## src/rtl/lcd_dither_if.sv

```systemverilog
// Pixel bus into and out of the LCD dither stage: syncs, data enable and RGB colour.
// The slave modport is the dither stage's view; the master modport drives it and observes it.
interface lcd_dither_if;
  logic       iHD;
  logic       iVD;
  logic       iDEN;
  logic [7:0] iLCD_R;
  logic [7:0] iLCD_G;
  logic [7:0] iLCD_B;
  logic       iBYPASS;
  logic       oHD;
  logic       oVD;
  logic       oDEN;
  logic [5:0] oLCD_R;
  logic [5:0] oLCD_G;
  logic [5:0] oLCD_B;

  modport slave (
    input  iHD, iVD, iDEN, iLCD_R, iLCD_G, iLCD_B, iBYPASS,
    output oHD, oVD, oDEN, oLCD_R, oLCD_G, oLCD_B
  );

  modport master (
    output iHD, iVD, iDEN, iLCD_R, iLCD_G, iLCD_B, iBYPASS,
    input  oHD, oVD, oDEN, oLCD_R, oLCD_G, oLCD_B
  );
endinterface

```

## src/rtl/lcd_dither_stage.sv

```systemverilog
// Ordered-dither reduction of 8-bit RGB to 6-bit panel data, two-cycle pipeline.
// Define TEMPORAL_DITHER_EN to rotate the dither matrix phase every frame.
module lcd_dither_stage #(
  parameter int MATRIX_SIZE = 4
) (
  input  logic         iCLK,
  input  logic         iRST_n,
  lcd_dither_if.slave  pix
);

  // Ordered-dither offset; the 4x4 Bayer entries are scaled down by 4.
  function automatic logic [1:0] dither_lut(input logic [1:0] xi, input logic [1:0] yi);
    logic [3:0] bayer_v;
    bayer_v = 4'd0;
    if (MATRIX_SIZE == 2) begin
      case ({yi[0], xi[0]})
        2'b00:   bayer_v = 4'd0;
        2'b01:   bayer_v = 4'd8;
        2'b10:   bayer_v = 4'd12;
        2'b11:   bayer_v = 4'd4;
        default: bayer_v = 4'd0;
      endcase
    end else begin
      case ({yi, xi})
        4'd0:    bayer_v = 4'd0;
        4'd1:    bayer_v = 4'd8;
        4'd2:    bayer_v = 4'd2;
        4'd3:    bayer_v = 4'd10;
        4'd4:    bayer_v = 4'd12;
        4'd5:    bayer_v = 4'd4;
        4'd6:    bayer_v = 4'd14;
        4'd7:    bayer_v = 4'd6;
        4'd8:    bayer_v = 4'd3;
        4'd9:    bayer_v = 4'd11;
        4'd10:   bayer_v = 4'd1;
        4'd11:   bayer_v = 4'd9;
        4'd12:   bayer_v = 4'd15;
        4'd13:   bayer_v = 4'd7;
        4'd14:   bayer_v = 4'd13;
        4'd15:   bayer_v = 4'd5;
        default: bayer_v = 4'd0;
      endcase
    end
    return bayer_v[3:2];
  endfunction

  // The 9-bit sum reaches bit 8 only when (v + d) >> 2 would be 64.
  function automatic logic [5:0] dither_sat(input logic [7:0] v, input logic [1:0] d);
    logic [8:0] sum_v;
    sum_v = {1'b0, v} + {7'd0, d};
    if (sum_v[8]) begin
      return 6'd63;
    end else begin
      return sum_v[7:2];
    end
  endfunction

  logic       den_prev_r;
  logic       vd_prev_r;
  logic [1:0] xc_r;
  logic [1:0] yc_r;
  logic       den_fall_s;
  logic       vd_fall_s;
  logic [1:0] xi_s;
  logic [1:0] yi_s;

  logic       hd1_r, vd1_r, den1_r, byp1_r;
  logic [7:0] r1_r, g1_r, b1_r;
  logic [1:0] d1_r;
  logic [5:0] r_s, g_s, b_s;
  logic       hd2_r, vd2_r, den2_r;
  logic [5:0] r2_r, g2_r, b2_r;

  assign den_fall_s = den_prev_r & ~pix.iDEN;
  assign vd_fall_s  = vd_prev_r & ~pix.iVD;

`ifdef TEMPORAL_DITHER_EN
  logic [1:0] fc_r;

  // Frame counter advances on every vertical sync falling edge.
  always_ff @(posedge iCLK or negedge iRST_n) begin
    if (!iRST_n) begin
      fc_r <= 2'd0;
    end else if (vd_fall_s) begin
      fc_r <= fc_r + 2'd1;
    end else begin
      fc_r <= fc_r;
    end
  end

  // Matrix index rotated by the frame phase.
  always_comb begin
    xi_s = xc_r ^ {1'b0, fc_r[0]};
    yi_s = yc_r ^ {1'b0, fc_r[1]};
  end
`else
  // Matrix index follows the screen position directly.
  always_comb begin
    xi_s = xc_r;
    yi_s = yc_r;
  end
`endif

  // Edge-detect copies and column/row position counters; a frame start beats a line end.
  always_ff @(posedge iCLK or negedge iRST_n) begin
    if (!iRST_n) begin
      den_prev_r <= 1'b0;
      vd_prev_r  <= 1'b0;
      xc_r       <= 2'd0;
      yc_r       <= 2'd0;
    end else begin
      den_prev_r <= pix.iDEN;
      vd_prev_r  <= pix.iVD;
      if (pix.iDEN) begin
        xc_r <= xc_r + 2'd1;
      end else begin
        xc_r <= 2'd0;
      end
      if (vd_fall_s) begin
        yc_r <= 2'd0;
      end else if (den_fall_s) begin
        yc_r <= yc_r + 2'd1;
      end else begin
        yc_r <= yc_r;
      end
    end
  end

  // Stage 1: capture syncs, pixel, bypass and the offset for this pixel's position.
  always_ff @(posedge iCLK or negedge iRST_n) begin
    if (!iRST_n) begin
      hd1_r  <= 1'b0;
      vd1_r  <= 1'b0;
      den1_r <= 1'b0;
      byp1_r <= 1'b0;
      r1_r   <= 8'd0;
      g1_r   <= 8'd0;
      b1_r   <= 8'd0;
      d1_r   <= 2'd0;
    end else begin
      hd1_r  <= pix.iHD;
      vd1_r  <= pix.iVD;
      den1_r <= pix.iDEN;
      byp1_r <= pix.iBYPASS;
      r1_r   <= pix.iLCD_R;
      g1_r   <= pix.iLCD_G;
      b1_r   <= pix.iLCD_B;
      d1_r   <= dither_lut(xi_s, yi_s);
    end
  end

  // Dither or truncate, and blank the colour whenever the pixel is not enabled.
  always_comb begin
    r_s = 6'd0;
    g_s = 6'd0;
    b_s = 6'd0;
    if (!den1_r) begin
      r_s = 6'd0;
      g_s = 6'd0;
      b_s = 6'd0;
    end else if (byp1_r) begin
      r_s = r1_r[7:2];
      g_s = g1_r[7:2];
      b_s = b1_r[7:2];
    end else begin
      r_s = dither_sat(r1_r, d1_r);
      g_s = dither_sat(g1_r, d1_r);
      b_s = dither_sat(b1_r, d1_r);
    end
  end

  // Stage 2: registered outputs.
  always_ff @(posedge iCLK or negedge iRST_n) begin
    if (!iRST_n) begin
      hd2_r  <= 1'b0;
      vd2_r  <= 1'b0;
      den2_r <= 1'b0;
      r2_r   <= 6'd0;
      g2_r   <= 6'd0;
      b2_r   <= 6'd0;
    end else begin
      hd2_r  <= hd1_r;
      vd2_r  <= vd1_r;
      den2_r <= den1_r;
      r2_r   <= r_s;
      g2_r   <= g_s;
      b2_r   <= b_s;
    end
  end

  assign pix.oHD    = hd2_r;
  assign pix.oVD    = vd2_r;
  assign pix.oDEN   = den2_r;
  assign pix.oLCD_R = r2_r;
  assign pix.oLCD_G = g2_r;
  assign pix.oLCD_B = b2_r;

endmodule

```

## src/flat_wrapper.sv

```systemverilog
// flat-port wrapper written by rule: the top's interface ports become plain ports
module lcd_dither_stage_flat 
#(
  parameter int MATRIX_SIZE = 4
)
  (iCLK, iRST_n, pix_iHD, pix_iVD, pix_iDEN, pix_iLCD_R, pix_iLCD_G, pix_iLCD_B, pix_iBYPASS, pix_oHD, pix_oVD, pix_oDEN, pix_oLCD_R, pix_oLCD_G, pix_oLCD_B);
  lcd_dither_if pix_i ();
  input  logic iCLK;
  input  logic iRST_n;
  input wire logic [$bits(pix_i.iHD)-1:0] pix_iHD;
  input wire logic [$bits(pix_i.iVD)-1:0] pix_iVD;
  input wire logic [$bits(pix_i.iDEN)-1:0] pix_iDEN;
  input wire logic [$bits(pix_i.iLCD_R)-1:0] pix_iLCD_R;
  input wire logic [$bits(pix_i.iLCD_G)-1:0] pix_iLCD_G;
  input wire logic [$bits(pix_i.iLCD_B)-1:0] pix_iLCD_B;
  input wire logic [$bits(pix_i.iBYPASS)-1:0] pix_iBYPASS;
  output wire logic [$bits(pix_i.oHD)-1:0] pix_oHD;
  output wire logic [$bits(pix_i.oVD)-1:0] pix_oVD;
  output wire logic [$bits(pix_i.oDEN)-1:0] pix_oDEN;
  output wire logic [$bits(pix_i.oLCD_R)-1:0] pix_oLCD_R;
  output wire logic [$bits(pix_i.oLCD_G)-1:0] pix_oLCD_G;
  output wire logic [$bits(pix_i.oLCD_B)-1:0] pix_oLCD_B;
  assign pix_i.iHD = pix_iHD;
  assign pix_i.iVD = pix_iVD;
  assign pix_i.iDEN = pix_iDEN;
  assign pix_i.iLCD_R = pix_iLCD_R;
  assign pix_i.iLCD_G = pix_iLCD_G;
  assign pix_i.iLCD_B = pix_iLCD_B;
  assign pix_i.iBYPASS = pix_iBYPASS;
  assign pix_oHD = pix_i.oHD;
  assign pix_oVD = pix_i.oVD;
  assign pix_oDEN = pix_i.oDEN;
  assign pix_oLCD_R = pix_i.oLCD_R;
  assign pix_oLCD_G = pix_i.oLCD_G;
  assign pix_oLCD_B = pix_i.oLCD_B;
  lcd_dither_stage #(.MATRIX_SIZE(MATRIX_SIZE)) u_core (.iCLK(iCLK), .iRST_n(iRST_n), .pix(pix_i));
endmodule
```

## config.mk

```make
export PLATFORM = sky130hd
export DESIGN_NAME = lcd_dither_stage_flat
export DESIGN_NICKNAME = d
export VERILOG_FILES = /design/src/rtl/lcd_dither_if.sv /design/src/rtl/lcd_dither_stage.sv /design/src/flat_wrapper.sv
export SDC_FILE = /design/constraint.sdc
export NUM_CORES = 1
export LEC_CHECK = 0
export CAP_MARGIN = 40
export CORE_MARGIN = 2
export CORE_UTILIZATION = 65
export DETAILED_ROUTE_END_ITERATION = 6
export DONT_BUFFER_PORTS = 1
export HOLD_SLACK_MARGIN = 0.1
export PLACE_DENSITY = 0.85
export SKIP_LAST_GASP = 1
export SYNTH_ARGS = -nofsm -noshare
export SYNTH_HDL_FRONTEND = slang
export SYNTH_SLANG_ARGS = --single-unit
```

## constraint.sdc

```tcl
create_clock -name iCLK -period 4.16 [get_ports iCLK]
set_clock_uncertainty 0.05 [all_clocks]
set_input_delay 0.832 -clock iCLK [delete_from_list [all_inputs] [get_ports iCLK]]
set_output_delay 0.832 -clock iCLK [all_outputs]
set_load 0.1 [all_outputs]
```

==> metrics.md <==
| Metric | Value |
|---|---|
| Outcome | `finished, final reports clean` |
| Syn Nets | `173` |
| Post-Synthesis Cells | `140` |
| Crit path setup slack, layout | `about 2.0 ns` |
| Rows | `19` |
| CTS root buffer | `clkbuf_4` |
| Post-synthesis cell area | `approximately 1900 sq um` |
| Pre-CTS setup slack | `around 2.4 ns` |
| Worst reg-to-reg setup slack | `2.33 ns` |
| Setup TNS | `0 ns` |
| DR pass1 iterations | `5` |
| GRT met2 Usage | `approximately 33%` |
| FF-to-FF path depth | `5` |
| Antenna-violating nets left | `0` |
| Via/cell ratio | `~6.3` |
| RD Place Congestion | `~0.87` |
| Die H | `about 58 microns` |
| Chip width | `between 50 and 60 microns` |
| Final setup vio count | `0` |
| Most common cell after layout, fill and taps aside | `dfrtp_1` |
| DP HPWL | `2.076 mm` |
| Initial Util | `between 60% and 70%` |
| Max-slew violations | `0` |
| Leak | `0.9054 nW` |
| Hold Slack | `~0.25 ns` |
| Port Buffer Count | `0` |
| Critical path required time | `~3.3 ns` |
| Clock sink total | `53` |
| Clock buffer depth | `2` |
| TritonCTS clock tree | `yes` |
| P per Cell Area | `~480 nW/um^2` |
| Vias in the first global route | `roughly 1100` |
| Final core occ | `roughly 72%` |
| I/O pin count | `between 50 and 60` |
| Met3 usage | `7.143%` |
| Max-Cap Viols | `0` |
| Tcrit/Tclk final | `a little over half` |
| Initial antenna violation count | `0` |
| First-pass GRT wire length | `5.154 mm` |
| Dpl cell area | `~1900 sq um` |
| Total Wirelength | `between 2 and 3 mm` |
| Detailed Route Iter0 Violations | `between 80 and 90` |
| Fmax | `455.8 MHz` |
| Main flop type after synthesis | `dfrtp_1` |
| Final Hold Vio Count | `0` |
| Die ar. | `3331 sq um` |
| Commonest cells after routing, fill and taps aside | `dfrtp_1, nand2_1, nor2_1` |
| Startpoint types | `flop` |
| Setup Crit Path Kind | `reg -> out` |
| Number of fill cells | `182` |
| Period minus WS final | `about 2.2 ns` |
| Skew-Pair Late Insertion Delay | `roughly 0.36 ns` |
| Final net count | `179` |
| Area grow syn2layout | `6.204%` |
| Crit Path Max Fanout | `1` |
| DR vias | `1113` |
| Post-synthesis cell type count | `33` |
| Async S/R FF share, synth | `100.0%` |
| Relative slew slack | `between 40% and 50%` |
| WL per Instance | `about 17 microns` |
| GRT met1 Usage | `approximately 26%` |
| Crit path launch | `u_core.pix.oLCD_B[0]` |
| Gr busiest metal | `met2` |
| Hold Crit Class | `in -> async` |
| Largest net degree at the start of global routing | `54` |
| #FFs+latches synth | `53` |
| H-tree depth | `2` |
| Yosys Warn Count | `0` |
| Worst Path Arrival | `1.31 ns` |
| Resize count post-CTS | `0` |
| Number of synthesized flops with an enable pin | `0` |
| DR DRC count | `0` |
| Core ar. | `2758 sq um` |
| Global route overflow | `0` |
| Fin area | `between 1500 and 2000 sq um` |
| Final antenna diode count | `0` |
| Reg-to-reg endpoint | `u_core.pix.oLCD_G[5]` |
| Layout cells sized above 1 | `between 10% and 20%` |
| Total track usage | `around a fifth` |
| Clk pin slew, worst setup/hold paths | `0.15 ns` |
| Sequential area share after synthesis | `between 70% and 80%` |
| Max VDD drop | `around 400 uV` |
| Setup crit end kind | `output port` |
| Reg2reg start | `u_core.d1_r[1]` |
| Syn avg cell area | `13.40 sq um` |
| Unrepaired setup endpoints after global routing | `no` |
| CTS Buf Count | `5` |
| Pin slew with the least headroom to its limit | `around 0.9 ns` |
power by group:
group	internal, mW	switching, mW
registers	0.548	0.128
logic	0.0290	0.0423
clock network	0.0672	0.151
cell usage after synthesis, drive strengths merged (3+ instances only):
cell type	n	area, sq um
and2	3	18.77
nor3	6	41.29
o21a	4	30.03
a211oi	3	22.52
ha	3	37.54
inv	5	18.77
nand3	4	20.02
a21oi	6	30.03
o211a	3	30.03
nand4	4	25.02
a31oi	7	50.05
nor2	9	33.78
dfrtp	53	1326
o21ai	4	20.02
nand2	10	37.54
layer usage:
metal  share of wire, %  vias to the layer above
li1                   -                      506
met4                2.1                        0
met3                8.0                        7
met5                  0                        -
met2                 51                       59
met1                 39                      541
cell type report:
class / instances / area [sq um] / area share [%]
Clock buffer: 5 / 37.54 / 1.884
Inverter: 5 / 18.77 / 0.9422
Clock inverter: 3 / 21.27 / 1.068
Sequential cell: 53 / 1326 / 66.58
Timing Repair Buffer: 1 / 27.53 / 1.382
Tap cell: 31 / 38.79 / 1.947
Multi-Input combinational cell: 80 / 521.8 / 26.19
per-stage QoR:
step / instances / total power [mW]
floorplan: 140 / 0.7289
global placement: 169 / 0.7401
detailed placement: 169 / 0.7467
CTS: 178 / 0.9758
global route: 178 / 1.013
finish: 178 / 0.9660
how the worst max path moves through the flow:
stage,endpoint,slack [ns],cells after the start
after detailed placement,pix_oLCD_B[0],2.37,0
after global routing,pix_oLCD_G[1],1.92,0
after CTS,pix_oLCD_B[0],1.95,0
after global placement,pix_oLCD_B[0],2.37,0
after floorplan,pix_oDEN,2.39,0
final,pix_oLCD_B[0],1.97,0
cells by family (layout without fill, tap and decap cells):
family,Yosys count,count (layout),synth area share [%]
AO/OA/AOI/OAI,29,29,10.61
XOR/XNOR,2,2,0.9341
adder cells (fa/ha/maj),3,3,2.002
buffers and inverters,7,14,1.467
flip-flops,53,53,70.71
AND/OR/NAND/NOR,46,46,14.28
registers in the layout (all words and copies together) (netlist names), 2 cells and up:
name / cells
u_core.b1_r: 8
u_core.pix.oLCD_B: 6
u_core.g1_r: 8
u_core.pix.oLCD_R: 6
u_core.pix.oLCD_G: 6
u_core.d1_r: 2
u_core.r1_r: 8
what timing repair did:
action	4_1_cts	5_1_grt
hold endpoints to repair	53	0
hold buffers	1	0
setup buffers	0	0
No activity file was read; power rests on OpenSTA's default activity.
